--- src/rtl/uart_pkg.sv ---
// -----------------------------------------------------------------------------
// uart_pkg
//
// Purpose:
//   Shared UART definitions for the transmit path (uart_back) and, later, the
//   receive path (uart_front): frame FSM state encoding, data width, the idle
//   line level and a parity helper.
//
// Contents:
//   tx_state_t  - frame FSM states; PARITY is only entered when the parity
//                 option is compiled in.
//   DATA_BITS   - payload bits per frame.
//   UART_IDLE   - level of the serial line between frames (mark).
//   even_parity - even parity bit over one payload byte.
// -----------------------------------------------------------------------------
package uart_pkg;

    typedef enum logic [2:0] {
        IDLE,
        START,
        DATA,
        PARITY,
        STOP
    } tx_state_t;

    localparam int DATA_BITS = 8;

    localparam logic UART_IDLE = 1'b1;

    // Even parity: the bit that makes the total count of ones even.
    function automatic logic even_parity(input logic [DATA_BITS-1:0] b);
        return ^b;
    endfunction

endpackage

--- src/rtl/uart_baud_gen.sv ---
// -----------------------------------------------------------------------------
// uart_baud_gen
//
// Purpose:
//   Bit-period timer. Counts 0..CLKS_PER_BIT-1 and flags the terminal count
//   so the owning FSM advances exactly once per bit period. Written to be
//   reused by the receiver's sampler.
//
// Parameters:
//   CLKS_PER_BIT - clock cycles per bit period (>= 2).
//
// Ports:
//   clk      in   system clock, rising edge
//   rst      in   synchronous active-high reset
//   clr      in   hold the counter at 0 (asserted while no frame is running)
//   bit_tick out  high on the last cycle of each bit period
// -----------------------------------------------------------------------------
module uart_baud_gen #(
    parameter int CLKS_PER_BIT = 16
) (
    input  logic clk,
    input  logic rst,
    input  logic clr,
    output logic bit_tick
);

    localparam int CNT_W = (CLKS_PER_BIT > 2) ? $clog2(CLKS_PER_BIT) : 1;
    localparam logic [CNT_W-1:0] LAST_CNT = CNT_W'(CLKS_PER_BIT - 1);

    logic [CNT_W-1:0] baud_cnt;

    always_ff @(posedge clk) begin
        if (rst || clr) begin
            baud_cnt <= '0;
        end else if (baud_cnt == LAST_CNT) begin
            baud_cnt <= '0;
        end else begin
            baud_cnt <= baud_cnt + CNT_W'(1);
        end
    end

    // While clr holds the counter at 0 the terminal count cannot be reached,
    // because CLKS_PER_BIT is at least 2.
    assign bit_tick = (baud_cnt == LAST_CNT);

endmodule

--- src/rtl/uart_back.sv ---
// -----------------------------------------------------------------------------
// uart_back
//
// Purpose:
//   UART transmitter. Bytes arrive over a valid/ready handshake into a
//   one-byte holding buffer and are serialised LSB first, one start bit,
//   eight data bits, optional even parity bit, STOP_BITS stop bits, at
//   CLKS_PER_BIT clocks per bit. The holding buffer lets the next byte be
//   accepted while the current frame is still shifting, so a waiting byte
//   starts on the cycle right after the previous stop bit (no idle gap).
//
// Build option:
//   UART_BACK_PARITY_EN - when defined, a PARITY bit period carrying the
//                         even parity of the byte is inserted between the
//                         last data bit and the stop bit(s) (8E1/8E2).
//                         When undefined, frames are 8N1/8N2 and no parity
//                         logic is built.
//
// Parameters:
//   CLKS_PER_BIT - clock cycles per bit period (>= 2)
//   STOP_BITS    - stop bits per frame (1 or 2)
//
// Ports:
//   clk         in   system clock, rising edge
//   rst         in   synchronous active-high reset; aborts any frame and
//                    drops a buffered byte
//   data_tx     in   byte to send, sampled when uart_valid && uart_ready
//   uart_valid  in   producer has a byte on data_tx
//   uart_ready  out  holding buffer empty (registered)
//   uart_tx     out  serial line, idles high, driven straight from a flop
//   tx_busy     out  a frame is on the line (FSM not idle)
// -----------------------------------------------------------------------------
module uart_back
    import uart_pkg::*;
#(
    parameter int CLKS_PER_BIT = 16,
    parameter int STOP_BITS    = 1
) (
    input  logic       clk,
    input  logic       rst,
    input  logic [7:0] data_tx,
    input  logic       uart_valid,
    output logic       uart_ready,
    output logic       uart_tx,
    output logic       tx_busy
);

    localparam logic [2:0] LAST_BIT  = 3'(DATA_BITS - 1);
    localparam logic       LAST_STOP = 1'(STOP_BITS - 1);

    tx_state_t            state;
    logic [DATA_BITS-1:0] buf_data;
    logic                 buf_full;
    logic [DATA_BITS-1:0] shift_reg;
    logic [2:0]           bit_idx;
    logic                 stop_idx;
    logic                 bit_tick;
    logic                 baud_clr;
    logic                 stop_done;
    logic                 load;
    logic                 xfer;

`ifdef UART_BACK_PARITY_EN
    logic                 par_bit;
`endif

    // -------------------------------------------------------------------------
    // Bit-period timer. Held at 0 while idle so that a frame loaded from IDLE
    // gets a full-length start bit; when a frame is chained from STOP the
    // counter is already wrapping to 0 on that same edge.
    // -------------------------------------------------------------------------
    assign baud_clr = (state == IDLE);

    uart_baud_gen #(
        .CLKS_PER_BIT(CLKS_PER_BIT)
    ) u_baud_gen (
        .clk     (clk),
        .rst     (rst),
        .clr     (baud_clr),
        .bit_tick(bit_tick)
    );

    // -------------------------------------------------------------------------
    // Frame load decision: from IDLE as soon as a byte is waiting, or on the
    // very last cycle of the final stop bit for back-to-back frames.
    // -------------------------------------------------------------------------
    assign xfer      = uart_valid && uart_ready;
    assign stop_done = (state == STOP) && bit_tick && (stop_idx == LAST_STOP);
    assign load      = buf_full && ((state == IDLE) || stop_done);

    // -------------------------------------------------------------------------
    // Holding buffer. A fill and a drain can never land on the same edge:
    // the buffer is only drained while full, and ready is low while full.
    // -------------------------------------------------------------------------
    always_ff @(posedge clk) begin
        if (rst) begin
            buf_full   <= 1'b0;
            uart_ready <= 1'b1;
        end else if (xfer) begin
            buf_full   <= 1'b1;
            uart_ready <= 1'b0;
        end else if (load) begin
            buf_full   <= 1'b0;
            uart_ready <= 1'b1;
        end
    end

    always_ff @(posedge clk) begin
        if (xfer) begin
            buf_data <= data_tx;
        end
    end

    // -------------------------------------------------------------------------
    // Shift register: loaded with the buffered byte, shifted right at the end
    // of every data bit so bit 0 always holds the bit on (or next on) the line.
    // -------------------------------------------------------------------------
    always_ff @(posedge clk) begin
        if (load) begin
            shift_reg <= buf_data;
        end else if ((state == DATA) && bit_tick) begin
            shift_reg <= shift_reg >> 1;
        end
    end

`ifdef UART_BACK_PARITY_EN
    always_ff @(posedge clk) begin
        if (load) begin
            par_bit <= even_parity(buf_data);
        end
    end
`endif

    // -------------------------------------------------------------------------
    // Frame FSM. uart_tx is assigned here with the value for the state being
    // entered, so the line comes straight off a flop and changes exactly on
    // bit boundaries.
    // -------------------------------------------------------------------------
    always_ff @(posedge clk) begin
        if (rst) begin
            state    <= IDLE;
            uart_tx  <= UART_IDLE;
            tx_busy  <= 1'b0;
            bit_idx  <= '0;
            stop_idx <= 1'b0;
        end else begin
            case (state)
                IDLE: begin
                    if (load) begin
                        state    <= START;
                        uart_tx  <= 1'b0;
                        tx_busy  <= 1'b1;
                        bit_idx  <= '0;
                        stop_idx <= 1'b0;
                    end else begin
                        uart_tx <= UART_IDLE;
                        tx_busy <= 1'b0;
                    end
                end

                START: begin
                    if (bit_tick) begin
                        state   <= DATA;
                        uart_tx <= shift_reg[0];
                    end
                end

                DATA: begin
                    if (bit_tick) begin
                        if (bit_idx == LAST_BIT) begin
`ifdef UART_BACK_PARITY_EN
                            state   <= PARITY;
                            uart_tx <= par_bit;
`else
                            state    <= STOP;
                            uart_tx  <= UART_IDLE;
                            stop_idx <= 1'b0;
`endif
                        end else begin
                            bit_idx <= bit_idx + 3'd1;
                            // Bit 1 becomes bit 0 after this edge's shift.
                            uart_tx <= shift_reg[1];
                        end
                    end
                end

`ifdef UART_BACK_PARITY_EN
                PARITY: begin
                    if (bit_tick) begin
                        state    <= STOP;
                        uart_tx  <= UART_IDLE;
                        stop_idx <= 1'b0;
                    end
                end
`endif

                STOP: begin
                    if (bit_tick) begin
                        if (stop_idx == LAST_STOP) begin
                            if (load) begin
                                // Chain the next frame without an idle cycle.
                                state   <= START;
                                uart_tx <= 1'b0;
                                bit_idx <= '0;
                            end else begin
                                state   <= IDLE;
                                uart_tx <= UART_IDLE;
                                tx_busy <= 1'b0;
                            end
                        end else begin
                            stop_idx <= stop_idx + 1'b1;
                        end
                    end
                end

                default: begin
                    state   <= IDLE;
                    uart_tx <= UART_IDLE;
                    tx_busy <= 1'b0;
                end
            endcase
        end
    end

endmodule

--- config.mk ---
export PLATFORM = sky130hd
export DESIGN_NAME = uart_back
export DESIGN_NICKNAME = d
export VERILOG_FILES = /design/src/rtl/uart_pkg.sv /design/src/rtl/uart_baud_gen.sv /design/src/rtl/uart_back.sv
export SDC_FILE = /design/constraint.sdc
export NUM_CORES = 1
export LEC_CHECK = 0
export ABC_AREA = 0
export BUFFER_PORTS_ARGS = -buffer_cell sky130_fd_sc_hd__buf_2
export CORE_MARGIN = 5
export CORE_UTILIZATION = 55
export CTS_BUF_LIST = sky130_fd_sc_hd__clkbuf_8
export DETAILED_ROUTE_END_ITERATION = 16
export PLACE_DENSITY = 0.74
export SLEW_MARGIN = 20
export SYNTH_ARGS = -nofsm -noshare
export SYNTH_HDL_FRONTEND = slang
export SYNTH_SLANG_ARGS = --single-unit
--- constraint.sdc ---
create_clock -name clk -period 2.15 [get_ports clk]
set_clock_uncertainty 0.05 [all_clocks]
set_input_delay 0.3225 -clock clk [delete_from_list [all_inputs] [get_ports clk]]
set_output_delay 0.3225 -clock clk [all_outputs]
set_load 0.1 [all_outputs]
# After elaboration in Yosys (flattened, before gate mapping)
# Cells that the tools add are included.
# word_totals
regBits	31
out_inout_bits	3
# classes
add_sub_neg	3
n_eq_ne	13
n_mux	37
bitwise_logic	2
reduce_logical	18
# op_table
cell	count
$mux W3	11
$mux W1	19
$mux W8	2
$ne A2 B2 Y1 const B	7
$pmux W3 S4	1
$reduce_and A5 Y1	2
$pmux W3 S3	1
$reduce_and A4 Y1	2
$eq A3 B3 Y1 const B	2
$pmux W1 S3	2
$reduce_and A6 Y1	1
$logic_and A1 B1 Y1	5
$add A4 B1 Y4 const B	1
$eq A4 B4 Y1 const B	1
$pmux W1 S4	1
$reduce_bool A2 Y1	2
$reduce_or A2 Y1	2
$add A3 B1 Y3 const B	1
$eq A3 B1 Y1 const B	1
$eq A3 B2 Y1 const B	1
$logic_not A3 Y1	1
$reduce_bool A3 Y1	1
$logic_or A1 B1 Y1	2
$ne A2 B1 Y1 const B	1
2 further kinds	3

# Depth between registers and ports, before layout
# logic_depth
ltp_word	9
mapped_depth	6
ltp_nobuf	6

# By module
# A second synthesis with hierarchy kept.
# unflattened
hier_cells	116
area_unflattened_um2	1355.0
# modules_own_cells
module	instances	cells_each	area_each_um2	seq_area_each_um2
uart_back	1	100	1192.4	680.7
uart_baud_gen	1	16	162.7	80.1

# Worst setup path after synthesis
# No wires, ideal clock.
# synth_timing
path_kind	flip-flop to flip-flop
start	register u_baud_gen.baud_cnt[0]
end	register shift_reg[0], enable pin
setup_ns	0.375
t_arrival_ns	1.440
slack_ns	0.285
path_stages_with_launch	6
n_path_buf	1
cell_sequence	dfxtp_1 ha_1 and3_1 buf_2 o21ai_0 a21oi_1
# synth_via
elab_chain_cells	6
word_cells_on_any_way	7
cone_classes	eq/ne: 1; reduce/logical: 6
# synth_rtl
item	line	source
start, declared	uart_baud_gen.sv:30	logic [CNT_W-1:0] baud_cnt;
start signal, assigned	uart_baud_gen.sv:38	baud_cnt <= baud_cnt + CNT_W'(1);
$eq A4 B4 Y1 *	uart_baud_gen.sv:44	assign bit_tick = (baud_cnt == LAST_CNT);
$logic_and A1 B1 Y1 (2 in series)	uart_back.sv:88	assign stop_done = (state == STOP) && bit_tick && (stop_idx == LAST_STOP);
$logic_or A1 B1 Y1	uart_back.sv:89	assign load = buf_full && ((state == IDLE) || stop_done);
$logic_and A1 B1 Y1	uart_back.sv:89	
$reduce_bool A2 Y1 (no line) *	--	
end signal, assigned	uart_back.sv:120	shift_reg <= buf_data;
end signal, assigned	uart_back.sv:122	shift_reg <= shift_reg >> 1;
end, declared	uart_back.sv:54	logic [DATA_BITS-1:0] shift_reg;
# Mark *: on every way between the ends. The rest lies on a longest branch, timed or not.
# A chain may end at the register's enable or synchronous reset.

# Worst setup path after layout
# layout_timing
start	register u_baud_gen.baud_cnt[0]
end	register shift_reg[6] (data pin)
# layout_via
elab_chain_cells	6
# layout_rtl
item	line	source
$eq A4 B4 Y1	uart_baud_gen.sv:44	
$logic_and A1 B1 Y1 (2 in series)	uart_back.sv:88	
$logic_or A1 B1 Y1	uart_back.sv:89	
$logic_and A1 B1 Y1	uart_back.sv:89	
$mux W8	uart_back.sv:119	if (load) begin
# No other way between the ends.

==> results.tsv <==
stage	metric	value	unit
grt	antenna_found_initial	0	
grt	overflow	0	
synthesis	syn_area	1370	µm²
finish	fin_area	1560	µm²
floorplanning	fp.coreArea	2430	µm²
grt	grt_start_max_net_pins	14	
job	cap_violations	0	
worst_setup_path	cp_slowest_stage_delay	0.50	ns
clock_tree	numCtsBuffers	5	
floorplanning	die_w	59.9	µm
sta	finalHoldViolCount	0	
sta	max_freq	0.512	GHz
synthesis	syn_inst	117	
sta	maxSlewHeadroom	64.2	%
finish	fillers	209	
placed_design	dpl.hpwl	1700	µm
route	drc	0	
power_and_ir_drop	ir_worst_vdd	0.615	mV
sta	tightest_slew	0.537	ns
grt	grtUsageTotal	15.4	%
synthesis	yosysUniqueCellTypes	38	
synthesis	synth.area.top_cells	edfxtp_1 (35%), dfxtp_1 (20%), mux2_2 (5.7%)	
placed_design	post_dp_cell_area	1480	µm²
placed_design	io_buffers	13	
worst_setup_path	path_cells	ha_1 > nand3_4 > a211oi_4 > mux2_2	
route	drtAntennaViolNets	0	
synthesis	synthArstFlopShare	0	%
finish	drive_above_1_share	27.7	%
clock_tree	cts_root_buf	clkbuf_8	
clock_tree	clock-sinks	30	
route	via_count	942	
clock_tree	clock_path_buffers	2	
outcome	status	complete, no violations	
route	routedWlPerCell	14.2	µm
worst_setup_path	critPathSlowestCell	a211oi_4	
synthesis	ys_top_cells_by_count	edfxtp_1 (16), dfxtp_1 (14), a21oi_1 (9)	
sta	finalSetupTns	0	ns
synthesis	yosys.cell_count.top_type	edfxtp_1	
worst_setup_path	end_kind	flip-flop	
clock_tree	insertion_delay	0.28	ns
worst_setup_path	crit_fanout	9	
route	wl	2380	µm
worst_setup_path	criticalPathCategory	reg -> reg	
synthesis	ys_ff_latch	30	
sta	fin_crit	1.95	ns
clock_tree	clkTransAtPathRegs	0.06	ns
synthesis	synth_top_cell_by_area	edfxtp_1	
worst_setup_path	critPathLaunchType	flip-flop	
clock_tree	cts_setup_buffers	0	
floorplanning	rows	18	
finish	antennaDiodeCount	0	
sta	slew_viol_final	0	
finish	finalNetCount	150	
synthesis	yosys_warnings	0	
synthesis	synth-edff-count	16	
synthesis	yosysTopAreaCellShare	35.0	%
hold_path	hold_path.class	in -> reg	
clock_tree	hold_buffers	0	
worst_setup_path	crit_required	2.13	ns
floorplanning	initial_core_util	56.4	%
synthesis	syn_nets	131	
worst_setup_path	crit_arrival	1.93	ns
route	via_per_inst	5.64	
synthesis	synth_ff_type	edfxtp_1	
clock_tree	htree_levels	2	
synthesis	avgSynthCellArea	11.7	µm²
route	drt_iter0_markers	6	
finish	syn_to_final_growth	13.7	%
synthesis	ys_seq_area_share	55.5	%
route	firstDrtPassIters	4	
placed_design	place.gp.congestion	0.830	
power_and_ir_drop	p_leak	0.573	nW
grt	grt_pass1_wl	4000	µm
grt	first_global_vias	931	
floorplanning	pin_count	14	
power_and_ir_drop	power_per_cell_area	767	nW/µm²
clock_tree	cts_tree	done	
floorplanning	die_y	59.9	µm
floorplanning	dieArea	3590	µm²
sta	rsz0062_at_grt	no	
sta	final-setup-viol-count	0	
clock_tree	postCtsResizedCells	0	
sta	period_share	90.8	%
==> kinds of logic after synthesis <==
group                    synth area share [%]
flip-flops                               55.5
XOR/XNOR                                 1.92
adder cells (fa/ha/maj)                  2.74
AO/OA/AOI/OAI                            14.6
AND/OR/NAND/NOR                          16.0
multiplexers                             5.75
buffers and inverters                    3.56
==> cells in the final DEF (no fill, tap or decap), types with 2 or more instances in the layout <==
| master | n |
|---|---|
| edfxtp_1 | 16 |
| dfxtp_1 | 14 |
| buf_2 | 13 |
| a21oi_1 | 9 |
| inv_1 | 7 |
| mux2_2 | 7 |
| nor2_1 | 7 |
| nand2_1 | 5 |
| nand3_1 | 5 |
| clkbuf_8 | 5 |
| o21ai_0 | 4 |
| a211o_1 | 4 |
| buf_4 | 4 |
| nand2b_1 | 3 |
| nor3_1 | 3 |
| ha_1 | 3 |
| and2_1 | 2 |
| o311ai_0 | 2 |
| xor2_1 | 2 |
| a211oi_1 | 2 |
==> metal layers <==
layer	up-vias	global-route usage, %	share of wire, %
met5	-	0	0
met3	8	6.26	5.6
met2	19	23.8	47
met1	450	18.4	45
li1	465	-	-
met4	0	7.59	2.4
==> worst max-delay path: cells and delay by family, from the launching register on <==
family	cells	cell delay, ns
and+or+nand+nor	1	0.14
adders and majority gates	1	0.26
muxes	1	0.39
DFF	1	0.36
AOI/OAI and AO/OA	1	0.50
==> stage by stage <==
stage / worst slack (ns) / hold WS (ns) / util [%] / total power, W / instances
3_3_place_gp: 0.276 / 0.381 / 60.8 / 0.000784 / 159
4_1_cts: 0.178 / 0.156 / 64.1 / 0.00120 / 167
3_5_place_dp: 0.194 / 0.404 / 60.8 / 0.000788 / 159
2_1_floorplan: 0.285 / 0.368 / - / 0.000755 / 117
6_report: 0.199 / 0.166 / 64.1 / 0.00119 / 167
5_1_grt: 0.101 / 0.153 / 64.1 / 0.00125 / 167
==> power by group <==
group / total [W] / switching [W] / leakage [nW] / internal, W
Combinational: 0.000129 / 0.0000848 / 0.261 / 0.0000437
Clock: 0.000419 / 0.000202 / 0.0468 / 0.000217
Sequential: 0.000647 / 0.0000116 / 0.266 / 0.000636
==> final timing paths <==
kind	from	slack, ns	end	depth (start not counted)
worst max-delay path	u_baud_gen.baud_cnt[0]$_SDFF_PP0_	0.20	shift_reg[6]$_DFFE_PP_	4
worst min-delay path	data_tx[1]	0.17	buf_data[1]$_DFFE_PP_	1
worst max register to register	u_baud_gen.baud_cnt[0]$_SDFF_PP0_	0.20	shift_reg[6]$_DFFE_PP_	4
worst min register to register	u_baud_gen.baud_cnt[0]$_SDFF_PP0_	0.41	u_baud_gen.baud_cnt[0]$_SDFF_PP0_	1
==> cell type report <==
cell class	count	area (µm²)	area share, %
Multi-Input combinational cell	76	562	36.0
Clock buffer	5	68.8	4.41
Timing Repair Buffer	17	95.1	6.10
Inverter	6	22.5	1.44
Tap cell	30	37.5	2.41
Clock inverter	3	12.5	0.803
Sequential cell	30	761	48.8
Note: power is estimated with default switching activity, not from simulation.
